`config.mk`:
```
export PLATFORM = sky130hd
export DESIGN_NAME = rx_text_writer
export DESIGN_NICKNAME = d
export VERILOG_FILES = /design/src/rtl/rx_text_writer.sv
export SDC_FILE = /design/constraint.sdc
export NUM_CORES = 1
export LEC_CHECK = 0
export CAP_MARGIN = 5
export CORE_ASPECT_RATIO = 1.4
export CORE_UTILIZATION = 46
export CTS_BUF_LIST = sky130_fd_sc_hd__clkbuf_16
export CTS_CLUSTER_SIZE = 8
export DETAILED_ROUTE_END_ITERATION = 10
export GPL_ROUTABILITY_DRIVEN = 0
export PLACE_DENSITY = 0.69
export SETUP_SLACK_MARGIN = 0.3
export SYNTH_ARGS = -nofsm -noshare
export SYNTH_HDL_FRONTEND = slang
export SYNTH_SLANG_ARGS = --single-unit
export TNS_END_PERCENT = 1
```
`constraint.sdc`:
```
create_clock -name clk -period 3.1 [get_ports clk]
set_input_delay 0.465 -clock clk [delete_from_list [all_inputs] [get_ports clk]]
set_output_delay 0.465 -clock clk [all_outputs]
set_load 0.01 [all_outputs]
```
`src/rtl/rx_text_writer.sv`:
```
// UART byte stream to text-RAM writer: 4-entry FIFO, cursor control, screen/row clears.
// Cell write is visible 2 cycles after the byte's strobe; a full FIFO drops bytes and sets the sticky overflow.
module rx_text_writer #(
  parameter int COLS   = 80,
  parameter int ROWS   = 30,
  parameter int FIFO_W = 2
) (
  input  logic        clk,
  input  logic        reset,
  input  logic        rx_done_tick,
  input  logic [7:0]  din,
  input  logic        ovf_clr,
  output logic        we,
  output logic [11:0] addr,
  output logic [7:0]  wdata,
  output logic [6:0]  cur_x,
  output logic [4:0]  cur_y,
  output logic        busy,
  output logic        overflow
);

  localparam int          DEPTH  = 1 << FIFO_W;
  localparam logic [11:0] TOTAL  = 12'(COLS * ROWS);
  localparam logic [11:0] COLS12 = 12'(COLS);
  localparam logic [7:0]  SPACE  = 8'h20;

  typedef enum logic [1:0] {CLR_ALL, IDLE, EXEC, CLR_ROW} state_t;

  function automatic logic is_print(input logic [7:0] b);
    return (b >= 8'h20) && (b <= 8'h7E);
  endfunction

  state_t            state_q, state_d;
  logic [7:0]        mem_q [DEPTH];
  logic [FIFO_W-1:0] wr_ptr_q, rd_ptr_q;
  logic [FIFO_W:0]   count_q;
  logic              ovf_q;
  logic [7:0]        cmd_q, cmd_d;
  logic [6:0]        cur_x_q, cur_x_d;
  logic [4:0]        cur_y_q, cur_y_d;
  logic [11:0]       cnt_q, cnt_d;
  logic              we_q, we_d;
  logic [11:0]       addr_q, addr_d;
  logic [7:0]        wdata_q, wdata_d;

  logic        full, empty, pop, push_ok, drop;
  logic [7:0]  head;
  logic [11:0] row_base;
  logic        newline;
  logic [4:0]  next_y;

  assign full    = (count_q == (FIFO_W+1)'(DEPTH));
  assign empty   = (count_q == '0);
  assign pop     = (state_q == IDLE) && !empty;
  // A full FIFO still takes a byte when the FSM pops in the same cycle.
  assign push_ok = rx_done_tick && (!full || pop);
  assign drop    = rx_done_tick && full && !pop;
  assign head    = mem_q[rd_ptr_q];

  always_ff @(posedge clk) begin
    if (push_ok && !reset) mem_q[wr_ptr_q] <= din;
  end

  always_ff @(posedge clk) begin
    if (reset) begin
      wr_ptr_q <= '0;
      rd_ptr_q <= '0;
      count_q  <= '0;
      ovf_q    <= 1'b0;
    end else begin
      if (push_ok) wr_ptr_q <= wr_ptr_q + 1'b1;
      if (pop)     rd_ptr_q <= rd_ptr_q + 1'b1;
      case ({push_ok, pop})
        2'b10:   count_q <= count_q + 1'b1;
        2'b01:   count_q <= count_q - 1'b1;
        default: count_q <= count_q;
      endcase
      if (drop)         ovf_q <= 1'b1;
      else if (ovf_clr) ovf_q <= 1'b0;
    end
  end

  always_ff @(posedge clk) begin
    if (reset) begin
      state_q <= CLR_ALL;
      cmd_q   <= '0;
      cur_x_q <= '0;
      cur_y_q <= '0;
      cnt_q   <= '0;
      we_q    <= 1'b0;
      addr_q  <= '0;
      wdata_q <= '0;
    end else begin
      state_q <= state_d;
      cmd_q   <= cmd_d;
      cur_x_q <= cur_x_d;
      cur_y_q <= cur_y_d;
      cnt_q   <= cnt_d;
      we_q    <= we_d;
      addr_q  <= addr_d;
      wdata_q <= wdata_d;
    end
  end

  // Cell writes are decoded at pop time so they register one cycle later;
  // the cursor and any row clear are resolved in EXEC from the stored byte.
  always_comb begin
    state_d  = state_q;
    cmd_d    = cmd_q;
    cur_x_d  = cur_x_q;
    cur_y_d  = cur_y_q;
    cnt_d    = cnt_q;
    we_d     = 1'b0;
    addr_d   = addr_q;
    wdata_d  = wdata_q;
    newline  = 1'b0;
    row_base = 12'(cur_y_q) * COLS12;
    next_y   = (cur_y_q == 5'(ROWS - 1)) ? 5'd0 : cur_y_q + 5'd1;
    case (state_q)
      CLR_ALL: begin
        if (cnt_q != TOTAL) begin
          we_d    = 1'b1;
          addr_d  = cnt_q;
          wdata_d = SPACE;
          cnt_d   = cnt_q + 12'd1;
        end else begin
          state_d = IDLE;
        end
      end
      IDLE: begin
        if (!empty) begin
          cmd_d   = head;
          state_d = EXEC;
          if (is_print(head)) begin
            we_d    = 1'b1;
            addr_d  = row_base + 12'(cur_x_q);
            wdata_d = head;
          end else if (head == 8'h08 && cur_x_q != 7'd0) begin
            we_d    = 1'b1;
            addr_d  = row_base + 12'(cur_x_q) - 12'd1;
            wdata_d = SPACE;
          end
        end
      end
      EXEC: begin
        if (is_print(cmd_q)) begin
          if (cur_x_q == 7'(COLS - 1)) newline = 1'b1;
          else                         cur_x_d = cur_x_q + 7'd1;
        end else if (cmd_q == 8'h0D) begin
          cur_x_d = 7'd0;
        end else if (cmd_q == 8'h0A) begin
          newline = 1'b1;
        end else if (cmd_q == 8'h08 && cur_x_q != 7'd0) begin
          cur_x_d = cur_x_q - 7'd1;
        end
        if (newline) begin
          cur_x_d = 7'd0;
          cur_y_d = next_y;
          state_d = CLR_ROW;
          we_d    = 1'b1;
          addr_d  = 12'(next_y) * COLS12;
          wdata_d = SPACE;
          cnt_d   = 12'd1;
        end else begin
          state_d = IDLE;
        end
      end
      CLR_ROW: begin
        if (cnt_q != COLS12) begin
          we_d    = 1'b1;
          addr_d  = row_base + cnt_q;
          wdata_d = SPACE;
          cnt_d   = cnt_q + 12'd1;
        end else begin
          state_d = IDLE;
        end
      end
      default: state_d = CLR_ALL;
    endcase
  end

  assign we       = we_q;
  assign addr     = addr_q;
  assign wdata    = wdata_q;
  assign cur_x    = cur_x_q;
  assign cur_y    = cur_y_q;
  assign busy     = (state_q == CLR_ALL) || (state_q == CLR_ROW);
  assign overflow = ovf_q;

endmodule
```
==> results of run 1 <==
sequential cells by signal, indices dropped and copies added, names as in the netlist, named ones only:
name      cells
count_q       3
mem_q        32
cur_x         7
state_q       2
cur_y         5
wdata         8
rd_ptr_q      2
addr         12
overflow      1
we            1
cnt_q        12
cmd_q         8
wr_ptr_q      2
per-stage QoR:
step	hold slack (ps)	utilization
2_1_floorplan	440	-
3_3_place_gp	455	0.531
3_5_place_dp	456	0.531
4_1_cts	473	0.568
5_1_grt	495	0.582
6_report	473	0.582
placed cells by master (no fill, tap or decap), types with 4 or more instances in the layout:
cell type        Yosys  routed
nor3_1              19      17
mux4_2               8       8
a21o_1               9       9
ha_1                38      34
clkdlybuf4s50_1      0      45
edfxtp_1            32      32
a22oi_1              5       5
dfxtp_1             65      62
o21ai_1              1       4
o21ai_0             14      10
clkbuf_16            0       9
nor2_1              59      57
o41ai_2              6       6
nand3_1             13      13
nor4b_1              4       4
inv_1               25      25
nand2_1             49      49
o211ai_1             5       5
xor2_1              20      17
nand4_1             13      13
and3_1               6       6
a221o_1              5       5
and2_1               7       7
nor2b_1              8       7
xnor2_1             19      17
a21oi_2              1       5
nand3b_1             8       8
buf_4                2      32
nor4_1               6       5
nand2b_1             4       4
a221oi_1            11       8
a211oi_1             4       4
a21oi_1             45      41
repair_timing:
| action | in CTS | in global routing |
|---|---|---|
| gates resized for setup | 17 | 25 |
| buffers inserted | 9 | 6 |
| pin swaps | 8 | 17 |
| setup endpoints to repair | 6 | 18 |
logic make-up (layout without fill, tap and decap cells):
family	Yosys count	in the layout	synth area share
AO/OA/AOI/OAI	136	136	0.173
XOR/XNOR	39	39	0.0599
AND/OR/NAND/NOR	212	212	0.187
adder cells (fa/ha/maj)	43	43	0.101
buffers and inverters	61	122	0.0458
flip-flops	97	97	0.396
multiplexers	11	11	0.0368
worst max-delay path, stage by stage (launching register included):
cell       delay [ps]
dfxtp_4           360
ha_4              230
ha_2              190
fa_2              610
nor2b_2            60
a32oi_2           200
o2111ai_2         150
buf_4             180
o32ai_1           350
a21oi_1           140
o41ai_2           270
routing by layer:
metal / up-vias / GRT usage
met2: 181 / 0.434
met4: 0 / 0.138
met3: 66 / 0.0527
met5: - / 0
met1: 2345 / 0.260
li1: 2315 / -
power breakdown:
part	internal, uW	switching (uW)	total (uW)
clock	576	557	1130
sequential	1380	54.4	1430
combinational	254	340	594
cell type report:
cell class	instances	area share
clock buffers	9	0.0324
clock inverters	7	0.0110
inverters	25	0.0135
multi-input cells	441	0.484
flip-flops and latches	97	0.327
well taps	147	0.0265
repair buffers	81	0.105
worst paths after layout:
| kind | to | slack, ps |
|---|---|---|
| min | wdata[0] | 470 |
| max | addr[8] | 260 |
| min reg2reg | wdata[0] | 470 |
| max reg2reg | addr[8] | 260 |
==> qor.yml, run 1 <==
synthesis:
  synth_flop_cell: "dfxtp_1"
  ys_ff_latch: 97
  synth.most_common_cell: "dfxtp_1"
  synth_area_leaders: "dfxtp_1, edfxtp_1, ha_1"
  synth_top_area_frac: 0.228
  syn_inst: 599
  synth_area_per_cell_um2: 9.52
  synth-seq-area-share: 0.396
  ys_types: 69
  ys_warn_count: 0
  ys_async_sr_fraction: 0
  synth.net_count: 654
  synth_area_leader_cell: "dfxtp_1"
  syn_area_um2: 5710
  synth_commonest_cells: "dfxtp_1, nor2_1, nand2_1"
  synth_edf_count: 32
grt:
  grt_first_pass_wirelength_um: 23900
  grt_use_total: 0.244
  grt_pass1_vias: 4931
  antenna_found_initial: 0
  grt_max_degree: 41
  global_route.overflow_total: 0
placed_design:
  portBuffers: 46
  dp_cells: 776
  post-dp-hpwl_um: 10500
  dpl_cell_area_um2: 6340
  preCtsSetupSlack_ps: 159
worst_setup_path:
  crit_required_ps: 3360
  worstSetupPathType: "reg2reg"
  endpoint_kind: "flip-flop"
  worst-path-max-fanout: 4
  r2r_cells: 10
  crit_arrival_ps: 3100
  worstSetupStartpointType: "flip-flop"
  startpoint: "cur_y[1]"
  r2r-start: "cur_y[1]"
sta:
  period_needed_ps: 2840
  finalCritPeriodShare: 0.916
  worst_pin_slew_ps: 806
  finalSetupTns_ps: 0
  rsz0062_at_grt: "true"
  slew_viol_final: 0
  fmax_mhz: 352
  hold_viol: 0
  fin_skew_ps: 12.1
  setup_viol: 0
  relSlewSlack: 0.461
  setup_ws_ps: 260
floorplan:
  die_x_um: 96.1
  die_y_um: 134
  initial_utilization: 0.478
  ios: 47
  dieArea_um2: 12900
  rows: 47
  fp.coreArea_um2: 11900
worst_hold_path:
  min_path_type: "reg2reg"
  holdPathStages: 2
  min_from: "wdata[0]"
route:
  met1_length_um: 5580
  routed_wl_um: 14900
  ant_nets: 0
  viasPerCell: 6.08
  wl_met2_um: 7880
  route.top_layer_used: "met4"
  firstDrtPassIters: 5
  drc: 0
  wl_met3_um: 782
  drtIter0Drc: 321
  detail_route.wl_per_cell_um: 18.5
  dr_total_vias: 4907
cts:
  h-tree-depth: 3
  numCtsBuffers: 9
  cts_root_buf: "clkbuf_16"
  clkTransAtPathRegs_ps: 70
  hold_buffers: 0
  cts_buffer_depth: 2
  cts_tree: "built"
  clkLatencyLatePin_ps: 350
  cts_sinks: 97
final_layout:
  drive_above_1_share: 0.162
  syn2layout_area_growth_pct: 21.7
  layout.nets: 710
  fin_area_um2: 6940
  regArea_um2: 2270
  fillCellCount: 1010
  multiInputGateArea_um2: 3360
  num_antenna_cells: 0
  instances_no_fill: 807
power_and_ir_drop:
  p_leak_uw: 0.00265
  vdd.ir_drop.worst_v: 0.000315
  power_uw: 3160
  power_per_cell_area_nw_per_um2: 455
flow_run:
  maxCapViolCount: 0
status:
  status: "finished, final reports clean"
(Power assumes the default switching activity.)
==> inputs of run 2 (changes only) <==
--- a/config.mk
+++ b/config.mk
@@ -12,7 +12,8 @@
 export CTS_CLUSTER_SIZE = 8
 export DETAILED_ROUTE_END_ITERATION = 10
 export GPL_ROUTABILITY_DRIVEN = 0
-export PLACE_DENSITY = 0.69
+export PLACE_DENSITY = 0.68
+export RECOVER_POWER = 50
 export SETUP_SLACK_MARGIN = 0.3
 export SYNTH_ARGS = -nofsm -noshare
 export SYNTH_HDL_FRONTEND = slang
==> qor.yml, run 2 (synthesized netlist as in run 1, its figures left out) <==
power_and_ir_drop:
  power_uw: 3090
  p_sw_frac: 0.295
  power_frac_clock: 0.352
  power_per_cell_area_nw_per_um2: 448
  vdd.ir_drop.worst_v: 0.000332
  p_leak_uw: 0.00271
  internal-power_uw: 2180
  combPwrFrac: 0.186
  pwr-share-seq: 0.462
  power_switching_uw: 912
sta:
  hold_viol: 0
  fin_hold_ws_ps: 459
  fmax_mhz: 348
  setup_viol: 0
  relSlewSlack: 0.476
  fin_skew_ps: 7.13
  finalCritPeriodShare: 0.926
  rsz0062_at_grt: "true"
  setup_ws_ps: 230
  period_needed_ps: 2870
  worst_pin_slew_ps: 786
  finalSetupTns_ps: 0
  slew_viol_final: 0
worst_hold_path:
  hold_end: "wdata[2]"
  holdPathStages: 2
  min_path_type: "reg2reg"
  min_from: "wdata[2]"
cts:
  clkLatencyLatePin_ps: 350
  cts_sinks: 97
  cts_tree: "built"
  numCtsBuffers: 9
  cts_buffer_depth: 2
  clkTransAtPathRegs_ps: 70
  cts_root_buf: "clkbuf_16"
  hold_buffers: 0
  h-tree-depth: 3
worst_setup_path:
  r2r-start: "cur_y[3]"
  path_buf_inv: 0
  endpoint_kind: "flip-flop"
  r2r_cells: 10
  crit_arrival_ps: 3120
  crit_family: "adder cells"
  critPathMaxStageDelay_ps: 580
  worstSetupPathType: "reg2reg"
  r2r_end: "addr[10]"
  r2r_slack_ps: 230
  crit_required_ps: 3350
  startpoint: "cur_y[3]"
  worstSetupStartpointType: "flip-flop"
  worstPathCellList: "ha_4, ha_4, fa_2, nand2_1, a21oi_1, xor2_1, nor4_2, xor2_1, o221a_2, o41ai_2"
  worst-path-max-fanout: 4
  cp_slowest_cell: "fa_2"
final_layout:
  fillCellCount: 1026
  max_flop_register: "mem_q"
  drive_above_1_share: 0.157
  regArea_um2: 2280
  num_antenna_cells: 0
  largest_register_ffs: 32
  layout.nets: 708
  multiInputGateArea_um2: 3360
  final_util: 0.578
  mostFrequentLayoutCell: "dfxtp_1"
  final_cell_mix: "dfxtp_1, nor2_1, nand2_1, a21oi_1, dlygate4sd3_1"
  syn2layout_area_growth_pct: 20.9
route:
  drc: 0
  ant_nets: 0
  firstDrtPassIters: 5
  routed_wl_um: 14600
  viasPerCell: 5.95
  dr_total_vias: 4791
  detail_route.wl_per_cell_um: 18.1
  drtIter0Drc: 264
floorplan:
  rows: 47
  dieArea_um2: 12900
  fp.coreArea_um2: 11900
  die_y_um: 134
  ios: 47
  die_x_um: 96.1
  initial_utilization: 0.478
grt:
  antenna_found_initial: 0
  grt_use_total: 0.236
  grt_first_pass_wirelength_um: 23200
  grt_max_degree: 41
  grt_pass1_vias: 4709
  global_route.overflow_total: 0
placed_design:
  portBuffers: 46
  post-dp-hpwl_um: 10400
  preCtsSetupSlack_ps: 54.1
flow_run:
  maxCapViolCount: 0
status:
  status: "finished, final reports clean"
-- run 2: cell types whose count changed in the layout (fill, tap and decap cells not counted), moves of 2 or more --
cell             previous run  this run
ha_1                       34        32
clkinvlp_4                  0         2
clkbuf_1                    0         4
clkdlybuf4s50_1            45         4
buf_6                       3         1
buf_4                      32        28
dlygate4sd3_1               0        41
inv_8                       3         1
-- run 2: what timing repair did --
item / in CTS / in global routing
hold endpoints to repair: 0 / 0
setup buffers: 7 / 3
setup endpoints to repair: 4 / 16
pin swaps: 12 / 11
resized for setup: 23 / 23
-- run 2: per-layer routing --
| layer | GRT usage | part of all wire | vias to the layer above |
|---|---|---|---|
| met1 | 0.274 | 0.39 | 2300 |
| met3 | 0.0278 | 0.037 | 43 |
| li1 | - | - | 2305 |
| met5 | 0 | 0 | - |
| met4 | 0.130 | 0.040 | 0 |
| met2 | 0.413 | 0.53 | 143 |
-- run 2: worst max-delay path by stage --
stage	depth (start not counted)	end
2_1_floorplan	10	addr[10]
3_3_place_gp	10	addr[10]
3_5_place_dp	9	addr[10]
4_1_cts	16	addr[11]
5_1_grt	10	addr[10]
6_report	10	addr[10]
-- run 2: power groups by stage --
stage	Clock (uW)	Sequential [uW]	Combinational, uW
after floorplan	0	1460	377
after global placement	0	1460	561
after detailed placement	0	1460	573
after CTS	1100	1430	584
after global routing	1160	1440	631
final	1090	1430	575
-- run 2: area by class of cell --
type                    count  share of cell area
flip-flops and latches     97               0.330
inverters                  25              0.0136
clock buffers               9              0.0327
repair buffers             79               0.100
clock inverters             7             0.00889
well taps                 147              0.0267
multi-input cells         441               0.488
-- run 2: stage by stage --
step	cell area (um^2)	cells
floorplan	5720	599
global placement	6360	779
detailed placement	6360	779
CTS	6810	802
global route	6900	805
finish	6900	805
-- run 2: worst register-to-register path, delay by kind of cell, from the launching register on --
kind                     cells  cell delay (ps)
AO/OA/AOI/OAI                3              740
XOR/XNOR                     2              280
flip-flops                   1              360
adder cells (fa/ha/maj)      3              980
AND/OR/NAND/NOR              2              400
==> inputs of run 3 (changes only) <==
--- a/config.mk
+++ b/config.mk
@@ -7,12 +7,12 @@
 export LEC_CHECK = 0
 export CAP_MARGIN = 5
 export CORE_ASPECT_RATIO = 1.4
-export CORE_UTILIZATION = 46
+export CORE_UTILIZATION = 53
 export CTS_BUF_LIST = sky130_fd_sc_hd__clkbuf_16
 export CTS_CLUSTER_SIZE = 8
 export DETAILED_ROUTE_END_ITERATION = 10
 export GPL_ROUTABILITY_DRIVEN = 0
-export PLACE_DENSITY = 0.68
+export PLACE_DENSITY = 0.77
 export RECOVER_POWER = 50
 export SETUP_SLACK_MARGIN = 0.3
 export SYNTH_ARGS = -nofsm -noshare
==> qor.yml, run 3 (synthesized netlist as in run 1, its figures left out) <==
power_and_ir_drop:
  p_leak_uw: 0.00278
  vdd.ir_drop.worst_v: 0.000426
  power_per_cell_area_nw_per_um2: 454
cts:
  clkTransAtPathRegs_ps: 70
  h-tree-depth: 3
  cts_tree: "built"
  cts_sinks: 97
  cts_buffer_depth: 2
  cts_root_buf: "clkbuf_16"
  numCtsBuffers: 9
  clkLatencyLatePin_ps: 340
route:
  drtIter0Drc: 441
  firstDrtPassIters: 5
  ant_nets: 0
  dr_total_vias: 4905
  drc: 0
  routed_wl_um: 14600
  detail_route.wl_per_cell_um: 18.2
  viasPerCell: 6.10
sta:
  setup_viol: 0
  finalSetupTns_ps: 0
  finalCritPeriodShare: 0.909
  worst_pin_slew_ps: 914
  fin_hold_ws_ps: 470
  period_needed_ps: 2820
  fin_skew_ps: 10.9
  rsz0062_at_grt: "true"
  relSlewSlack: 0.391
  slew_viol_final: 0
  fmax_mhz: 355
  hold_viol: 0
floorplan:
  initial_utilization: 0.548
  ios: 47
  rows: 44
  fp.coreArea_um2: 10400
  dieArea_um2: 11200
  die_y_um: 125
  die_x_um: 89.7
worst_setup_path:
  worstSetupStartpointType: "flip-flop"
  r2r-start: "cur_y[1]"
  r2r_cells: 10
  worst-path-max-fanout: 4
  crit_required_ps: 3350
  r2r_slack_ps: 280
  crit_arrival_ps: 3070
  r2r_end: "addr[9]"
  worstSetupPathType: "reg2reg"
  endpoint_kind: "flip-flop"
final_layout:
  final_util: 0.669
  multiInputGateArea_um2: 3340
  regArea_um2: 2280
  layout.nets: 716
  drive_above_1_share: 0.162
  largest_register_ffs: 32
  num_antenna_cells: 0
  final_cell_mix: "dfxtp_1, nor2_1, nand2_1, a21oi_1, dlygate4sd3_1"
  fillCellCount: 793
  syn2layout_area_growth_pct: 22.0
  mostFrequentLayoutCell: "dfxtp_1"
  max_flop_register: "mem_q"
status:
  status: "finished, final reports clean"
grt:
  grt_max_degree: 39
  global_route.overflow_total: 0
  grt_use_total: 0.272
  grt_first_pass_wirelength_um: 23200
  antenna_found_initial: 0
  grt_pass1_vias: 4889
placed_design:
  portBuffers: 46
  post-dp-hpwl_um: 10600
flow_run:
  maxCapViolCount: 0
worst_hold_path:
  hold_end: "cmd_q[2]"
  min_path_type: "reg2reg"
  holdPathStages: 2
  min_from: "cmd_q[2]"
[run 3: area by class of cell]
type,instances,area share
multi-input cells,441,0.480
flip-flops and latches,97,0.327
repair buffers,87,0.110
clock buffers,9,0.0324
well taps,138,0.0248
inverters,25,0.0135
clock inverters,7,0.0113
[run 3: per-layer routing]
layer | global-route usage | up-vias | wire (um)
met1 | 0.303 | 2324 | 5540
met4 | 0.119 | 0 | 606
met5 | 0 | - | 0
met2 | 0.481 | 202 | 7750
li1 | - | 2332 | -
met3 | 0.0583 | 47 | 752
[run 3: how the worst max path moves through the flow]
stage,from,to,slack (ps)
after detailed placement,cur_y[2],addr[11],40
after floorplan,cur_y[1],addr[10],330
after global routing,cur_y[1],addr[9],170
after global placement,cur_y[2],addr[11],180
final,cur_y[1],addr[9],280
after CTS,cur_y[1],addr[11],240
[run 3: what timing repair did]
action | 4_1_cts | 5_1_grt
hold buffers | 0 | 0
endpoints found under the setup margin | 7 | 13
setup buffers | 6 | 10
cloned | 0 | 0
pin swaps | 6 | 12
gates resized for setup | 16 | 24
[run 3: stage by stage]
stage / std cells / total power (uW) / worst slack [ps] / area (um^2)
after detailed placement: 772 / 2030 / 36.4 / 6370
after floorplan: 599 / 1840 / 325 / 5720
after CTS: 794 / 3160 / 243 / 6790
after global routing: 804 / 3280 / 174 / 6960
final: 804 / 3160 / 283 / 6960
after global placement: 772 / 2000 / 177 / 6370
[run 3: power breakdown]
group          switching, uW  internal, uW  total [uW]
Clock                    508           635        1140
Combinational            333           251         584
Sequential              56.7          1380        1430
[run 3: critical path, stage by stage (launching register included)]
cell and delay (ps):
dfxtp_4 370, ha_4 250, ha_4 160, fa_2 590, nand2_1 120, a21oi_2 190
xor2_1 260, buf_4 170, xor2_1 200, a21oi_1 110, o41ai_2 300
